**src/rtl/addsub_pipe_pkg.sv**
```systemverilog
// Shared types and full-adder helpers for the pipelined adder/subtractor.
// Combinational only: no latency, no backpressure.
package addsub_pipe_pkg;

   typedef struct packed {
      logic cout;
      logic overf;
      logic zero;
      logic neg;
   } flags_t;

   function automatic logic fa_sum(input logic x, input logic y, input logic c);
      return x ^ y ^ c;
   endfunction

   function automatic logic fa_carry(input logic x, input logic y, input logic c);
      return (x & y) | (x & c) | (y & c);
   endfunction

endpackage

```
**src/rtl/addsub_seg.sv**
```systemverilog
// SEG-bit ripple-carry segment built from full-adder cells; purely combinational,
// no backpressure. cmsb is the carry into the segment's top bit (for overflow).
module addsub_seg
   import addsub_pipe_pkg::*;
#(
   parameter int SEG = 8
) (
   input  logic [SEG-1:0] a,
   input  logic [SEG-1:0] b,
   input  logic           cin,
   output logic [SEG-1:0] sum,
   output logic           cout,
   output logic           cmsb
);

   logic [SEG:0] c;

   assign c[0] = cin;

   for (genvar i = 0; i < SEG; i++) begin : g_fa
      assign sum[i]   = fa_sum(a[i], b[i], c[i]);
      assign c[i+1]   = fa_carry(a[i], b[i], c[i]);
   end

   assign cout = c[SEG];
   assign cmsb = c[SEG-1];

endmodule

```
**src/rtl/addsub_pipe.sv**
```systemverilog
// Pipelined add/sub: STAGES registered ripple segments, latency STAGES cycles.
// Global stall: every stage holds when the output is valid and not accepted.
module addsub_pipe
   import addsub_pipe_pkg::*;
#(
   parameter int WIDTH  = 32,
   parameter int STAGES = 4
) (
   input  logic             clock,
   input  logic             reset,
   input  logic             in_valid,
   output logic             in_ready,
   input  logic [WIDTH-1:0] a,
   input  logic [WIDTH-1:0] b,
   input  logic             sub,
   output logic             out_valid,
   input  logic             out_ready,
   output logic [WIDTH-1:0] sum,
   output logic             cout,
   output logic             overf,
   output logic             zero,
   output logic             neg
);

   localparam int SEG = WIDTH / STAGES;

   if ((WIDTH % STAGES) != 0 || WIDTH < 2 || STAGES < 1) begin : g_bad_params
      $error("addsub_pipe: WIDTH must be >= 2 and a multiple of STAGES");
   end

   logic   advance;
   flags_t flg;

   // Per-stage inputs: skewed operands, low sum bits already completed, carry, valid.
   logic [WIDTH-1:0] st_a [STAGES];
   logic [WIDTH-1:0] st_b [STAGES];
   logic [WIDTH-1:0] st_s [STAGES];
   logic             st_c [STAGES];
   logic             st_v [STAGES];

   assign advance  = !out_valid || out_ready;
   assign in_ready = advance;

   assign st_a[0] = a;
   assign st_b[0] = b ^ {WIDTH{sub}};
   assign st_s[0] = '0;
   assign st_c[0] = sub;
   assign st_v[0] = in_valid;

   for (genvar k = 0; k < STAGES; k++) begin : g_stage
      logic [SEG-1:0]   seg_sum;
      logic             seg_cout;
      logic             seg_cmsb;
      logic [WIDTH-1:0] done;

      addsub_seg #(.SEG(SEG)) u_seg (
         .a    (st_a[k][k*SEG +: SEG]),
         .b    (st_b[k][k*SEG +: SEG]),
         .cin  (st_c[k]),
         .sum  (seg_sum),
         .cout (seg_cout),
         .cmsb (seg_cmsb)
      );

      always_comb begin
         done                 = st_s[k];
         done[k*SEG +: SEG]   = seg_sum;
      end

      if (k < STAGES - 1) begin : g_reg
         logic [WIDTH-1:0] ra, rb, rs;
         logic             rc, rv;

         always_ff @(posedge clock) begin
            if (reset) begin
               ra <= '0;
               rb <= '0;
               rs <= '0;
               rc <= 1'b0;
               rv <= 1'b0;
            end else if (advance) begin
               ra <= st_a[k];
               rb <= st_b[k];
               rs <= done;
               rc <= seg_cout;
               rv <= st_v[k];
            end
         end

         assign st_a[k+1] = ra;
         assign st_b[k+1] = rb;
         assign st_s[k+1] = rs;
         assign st_c[k+1] = rc;
         assign st_v[k+1] = rv;
      end else begin : g_out
         flags_t nf;

         always_comb begin
            nf       = '0;
            nf.cout  = seg_cout;
            nf.overf = seg_cmsb ^ seg_cout;
            nf.zero  = (done == '0);
            nf.neg   = done[WIDTH-1];
         end

         // Result registers load only on real data so bubbles never disturb them.
         always_ff @(posedge clock) begin
            if (reset) begin
               out_valid <= 1'b0;
               sum       <= '0;
               flg       <= '0;
            end else if (advance) begin
               out_valid <= st_v[k];
               if (st_v[k]) begin
                  sum <= done;
                  flg <= nf;
               end
            end
         end
      end
   end

   assign cout  = flg.cout;
   assign overf = flg.overf;
   assign zero  = flg.zero;
   assign neg   = flg.neg;

endmodule

```
**config.mk**
```make
export PLATFORM = sky130hd
export DESIGN_NAME = addsub_pipe
export DESIGN_NICKNAME = d
export VERILOG_FILES = /design/src/rtl/addsub_pipe_pkg.sv /design/src/rtl/addsub_seg.sv /design/src/rtl/addsub_pipe.sv
export SDC_FILE = /design/constraint.sdc
export NUM_CORES = 1
export LEC_CHECK = 0
export CELL_PAD_IN_SITES_DETAIL_PLACEMENT = 0
export CELL_PAD_IN_SITES_GLOBAL_PLACEMENT = 1
export CORE_MARGIN = 3
export CORE_UTILIZATION = 37
export DETAILED_ROUTE_END_ITERATION = 6
export PLACE_DENSITY = 0.84
export SYNTH_ARGS = -nofsm -noshare
export SYNTH_HDL_FRONTEND = slang
export SYNTH_SLANG_ARGS = --single-unit
```
**constraint.sdc**
```tcl
create_clock -name clock -period 4.3 [get_ports clock]
set_input_delay 0.43 -clock clock [delete_from_list [all_inputs] [get_ports clock]]
set_output_delay 0.43 -clock clock [all_outputs]
set_load 0.005 [all_outputs]
```
After elaboration in Yosys (flattened, before gate mapping). Cells that the tools add are included.

Input port bits: 69. Register bits after elaboration: 283. Output and inout port bits: 38.

Bitwise gates (word level): 226. Reduce and logical (&&, ||, !) cells: 4.

Operators by type and width (number): $and 1x1->1 (96); $xor 1x1->1 (65); $or 1x1->1 (64); $logic_not 32->1 (1); $xor 32x32->32 (1); $reduce_and 2->1 (1); $logic_not 1->1 (1); $logic_or 1x1->1 (1).

Logic depth before layout (Yosys ltp).
Depth after elaboration: 25. Depth in mapped cells: 15.

By module. From an unflattened synthesis, not the netlist that was laid out.

Cell total of the unflattened synthesis: 903. Area total of the unflattened synthesis: 7457.2 sq um.

By module, submodules not included: addsub_pipe (seq. area each 3723.6 sq um, instances 1, cells an instance 831, area each 6666.4 sq um); addsub_seg (seq. area each 0.0 sq um, instances 4, cells an instance 18, area each 197.7 sq um).

Worst setup path after synthesis. No wires, ideal clock.

Path kind: input -> register. Start point: in sub. End point: reg g_stage[0].g_reg.rs[7]. Setup slack: 248 ps. Arrival: 3920 ps. Required time: 4168 ps. Setup time: 132 ps. Stages on the path: 14. Path through: clkbuf_1 > buf_2 > xor2_1 > fa_1 > inv_1 > fa_1 > fa_1 > fa_1 > fa_1 > fa_1 > inv_1 > fa_1 > nand2_1 > a21oi_1.

Longest elaborated chain between the ends: 23. Elaborated cells between the ends (all ways): 38.

RTL lines: start: declaration (RTL line addsub_pipe.sv:15) `input logic sub,`; $xor 32x32->32 (RTL line addsub_pipe.sv:45) `assign st_b[0] = b ^ {WIDTH{sub}};`; $and 1x1->1 (RTL line addsub_pipe_pkg.sv:17) `return (x & y) | (x & c) | (y & c);`; $or 1x1->1 (2 in a row) (RTL line addsub_pipe_pkg.sv:17); $and 1x1->1 (RTL line addsub_pipe_pkg.sv:17); $or 1x1->1 (2 in a row) (RTL line addsub_pipe_pkg.sv:17); $and 1x1->1 (RTL line addsub_pipe_pkg.sv:17); $or 1x1->1 (2 in a row) (RTL line addsub_pipe_pkg.sv:17); $and 1x1->1 (RTL line addsub_pipe_pkg.sv:17); $or 1x1->1 (2 in a row) (RTL line addsub_pipe_pkg.sv:17); $and 1x1->1 (RTL line addsub_pipe_pkg.sv:17); $or 1x1->1 (2 in a row) (RTL line addsub_pipe_pkg.sv:17); $and 1x1->1 (RTL line addsub_pipe_pkg.sv:17); $or 1x1->1 (2 in a row) (RTL line addsub_pipe_pkg.sv:17); $and 1x1->1 (RTL line addsub_pipe_pkg.sv:17); $or 1x1->1 (2 in a row) (RTL line addsub_pipe_pkg.sv:17); $xor 1x1->1 * (RTL line addsub_pipe_pkg.sv:13) `return x ^ y ^ c;`; via g_stage[0].seg_sum[7] (RTL line addsub_pipe.sv:51) `logic [SEG-1:0] seg_sum;`; end signal: assignment (RTL line addsub_pipe.sv:84) `rs <= done;`; end: declaration (RTL line addsub_pipe.sv:71) `logic [WIDTH-1:0] ra, rb, rs;`.

Mark *: on every way through the listed nets, which the timed path passes. The rest lies on a longest branch. A chain may end at the register's enable or synchronous reset.

Worst setup path after layout.
Start point: reg g_stage[2].g_reg.ra[24]. End point: reg flg (netlist bit zero).

Longest elaborated chain between the ends: 23. Elaborated cells between the ends (all ways): 38.

RTL lines: start: declaration (RTL line addsub_pipe.sv:71); start signal: assignment (RTL line addsub_pipe.sv:82) `ra <= st_a[k];`; $and 1x1->1 (RTL line addsub_pipe_pkg.sv:17); $or 1x1->1 (2 in a row) (RTL line addsub_pipe_pkg.sv:17); $and 1x1->1 (RTL line addsub_pipe_pkg.sv:17); $or 1x1->1 (2 in a row) (RTL line addsub_pipe_pkg.sv:17); $and 1x1->1 (RTL line addsub_pipe_pkg.sv:17); $or 1x1->1 (2 in a row) (RTL line addsub_pipe_pkg.sv:17); $and 1x1->1 (RTL line addsub_pipe_pkg.sv:17); $or 1x1->1 (2 in a row) (RTL line addsub_pipe_pkg.sv:17); $and 1x1->1 (RTL line addsub_pipe_pkg.sv:17); $or 1x1->1 (2 in a row) (RTL line addsub_pipe_pkg.sv:17); $and 1x1->1 (RTL line addsub_pipe_pkg.sv:17); $or 1x1->1 (2 in a row) (RTL line addsub_pipe_pkg.sv:17); $and 1x1->1 (RTL line addsub_pipe_pkg.sv:17); $or 1x1->1 (2 in a row) (RTL line addsub_pipe_pkg.sv:17); $xor 1x1->1 (RTL line addsub_pipe_pkg.sv:13); $logic_not 32->1 * (RTL line addsub_pipe.sv:102) `nf.zero = (done == '0);`; end signal: assignment (RTL line addsub_pipe.sv:116) `flg <= nf;`; end: declaration (RTL line addsub_pipe.sv:32) `flags_t flg;`.

Mark *: on every way between the ends. The rest lies on a longest branch, timed or not.

==> reports/qor.yml <==
slew_viol_final: 0
final_common_cell: "nand2_1"
routed_wl_mm: 16.9
maxCapViolations: 0
r2r_slack_ns: 0.41
cts.path.max_buffers: 2
clkSinkCount: 186
reg2regPathDepth: 15
cp_common_cell: "fa_1"
max_freq_mhz: 257
finalHoldViolCount: 0
layout_min_cycle_time_ns: 3.89
die_w_um: 148
slowest_stage: "fa_1"
drcViolationCount: 0
min_to: "g_stage[2].g_reg.rs[11]"
worstPathArrival_ns: 4.19
routedWlPerCell_um: 13.8
r2r_start: "g_stage[2].g_reg.ra[24]"
htree_levels: 4
hold_depth: 2
syn_nets: 978
fin_crit_sh_pct: 90.5
drt_iter0_drc: 330
synth_seq_cells: 186
cts_tree: "done"
hp-start: "g_stage[1].g_reg.rs[11]"
finalSetupViolCount: 0
firstDrtPassIters: 4
place.gp.congestion: 0.789
diodes: 0
path_class: "register to register"
grt_max_degree: 104
p_per_area_nw_per_um2: 412
num-fill-cells: 1973
maxSlewHeadroom_pct: 25.0
vias: 5668
worst_setup_path_end_kind: "register"
clkTransAtPathRegs_ns: 0.07
initial_core_util_pct: 38.0
hold_buffers: 0
ir_drop_uv: 252
clock_latency_ns: 0.43
finalSetupTns_ns: 0
ys.flop_type: "dfxtp_1"
synth_edf_count: 0
drive_above_1_share_pct: 4.92
cp_cell_sequence: "inv_1 -> fa_1 -> inv_1 -> fa_1 -> fa_1 -> fa_1 -> fa_1 -> fa_1 -> fa_1 -> inv_1 -> fa_1 -> nand2_1 -> nor4_2 -> nand4_1 -> o31ai_2"
dp_slack_ns: 0.0480
yosysWarnings: 0
syn_area_per_cell_sq_um: 8.48
viasPerCell: 4.64
multi_input_area_sq_um: 3310
cts_setup_buffers: 0
die_h_um: 148
layout_common_cells: "nand2_1 (291), dfxtp_1 (186), a21oi_1 (145)"
fin_skew_ns: 0.00623
dp_hpwl_mm: 11.4
root_buffer: "clkbuf_16"
io_buffers: 106
numCtsBuffers: 17
tightestPinTransition_ns: 1.12
core-area_sq_um: 19600
layout_setup_ws_ns: 0.408
rows: 51
grt_first_pass_wirelength_mm: 27.8
syn_area_sq_um: 7450
overflow: 0
cp-start-kind: "register"
ys_async_sr_fraction_pct: 0
areaGrowthSynthToFinish_pct: 22.8
postSynthCellCount: 878
fin_nets: 1043
cp_slowest_stage_delay_ns: 0.42
ant_nets: 0
die_area_sq_um: 21900
regArea_sq_um: 3720
min_path_type: "register to register"
rsz0062_at_grt: "false"
reg2reg_to: "zero"
track_usage_pct: 15.7
post_cts_resized: 0
seq_area_frac_synth_pct: 50.0
crit_fanout: 2
leakage_nw: 3.42
required_ns: 4.60
synth_cell_types: 30
antenna_found_initial: 0
grt_pass1_vias: 5424
num_io_pins: 107
status: "completed"
cell type report:
cell class	instances	share of cell area (%)
tap	265	3.63
clock inverter	14	1.46
multi-input combinational	597	36.1
clock buffer	18	4.80
sequential	186	40.7
timing repair buffer	112	12.0
inverter	29	1.24
sequential cells by signal (all words and copies together), names as in the netlist:
signal,count
out_valid,1
sum,32
g_stage.g_reg.rv,3
overf,1
cout,1
g_stage.g_reg.rc,3
zero,1
g_stage.g_reg.rs,48
g_stage.g_reg.rb,48
g_stage.g_reg.ra,48
cell usage after synthesis, types with 2 or more instances:
master	count	area, sq um
nand2_1	291	1090
clkbuf_1	32	120
buf_2	26	130
nor2_1	41	154
dfxtp_1	186	3720
a211oi_1	39	293
buf_1	4	15.0
nor3_1	2	10.0
a21oi_1	145	726
xor2_1	4	35.0
xnor2_1	29	254
inv_1	28	105
nor4_1	4	25.0
fa_1	31	621
worst max-delay path: cells and delay by family, from the launching register on:
family / cells / cell delay, ns
fa+ha+maj: 8 / 2.96
flops: 1 / 0.31
simple gates: 3 / 0.23
buf+inv: 3 / 0.21
compound gates: 1 / 0.06
how the worst max path moves through the flow:
stage                            startpoint  cells after the start                     end  slack [ns]
finish              g_stage[2].g_reg.ra[24]                     15                    zero        0.41
global route        g_stage[2].g_reg.rb[24]                     15                    zero        0.14
CTS                 g_stage[2].g_reg.ra[24]                     15                    zero        0.38
detailed placement                     b[0]                     13  g_stage[0].g_reg.rs[7]        0.05
global placement                       b[0]                     13  g_stage[0].g_reg.rs[7]        0.09
floorplan                               sub                     14  g_stage[0].g_reg.rs[7]        0.25
metal layers:
layer | GRT usage (%) | vias up | part of all wire (%)
li1 | - | 2960 | -
met1 | 22.5 | 2574 | 50
met2 | 23.6 | 111 | 44
met3 | 3.00 | 23 | 4.2
met4 | 5.45 | 0 | 1.6
met5 | 0 | - | 0
logic make-up after synthesis:
logic type               count (synthesis)  synth area share (%)
adder cells (fa/ha/maj)                 31                  8.33
flip-flops                             186                  50.0
buffers and inverters                   95                  5.63
AO/OA/AOI/OAI                          185                  13.8
XOR/XNOR                                33                  3.88
multiplexers                             1                 0.151
AND/OR/NAND/NOR                        347                  18.1
report_power, final:
part / internal (mW) / total (mW) / switching [mW]
clock: 0.827 / 1.53 / 0.698
sequential: 1.83 / 1.89 / 0.0633
combinational: 0.177 / 0.357 / 0.180
total: 2.83 / 3.77 / 0.941
through the flow:
| step | cells | hold slack, ns | total power [mW] | util [%] | cell area [sq um] |
|---|---|---|---|---|---|
| floorplan | 878 | 0.432 | 2.14 | - | 7450 |
| global placement | 1189 | 0.438 | 2.28 | 43.8 | 8570 |
| detailed placement | 1189 | 0.446 | 2.29 | 43.8 | 8570 |
| CTS | 1221 | 0.454 | 3.82 | 46.7 | 9150 |
| global route | 1221 | 0.467 | 3.95 | 46.7 | 9150 |
| finish | 1221 | 0.451 | 3.77 | 46.7 | 9150 |
Note: power is estimated with default switching activity, not from simulation.
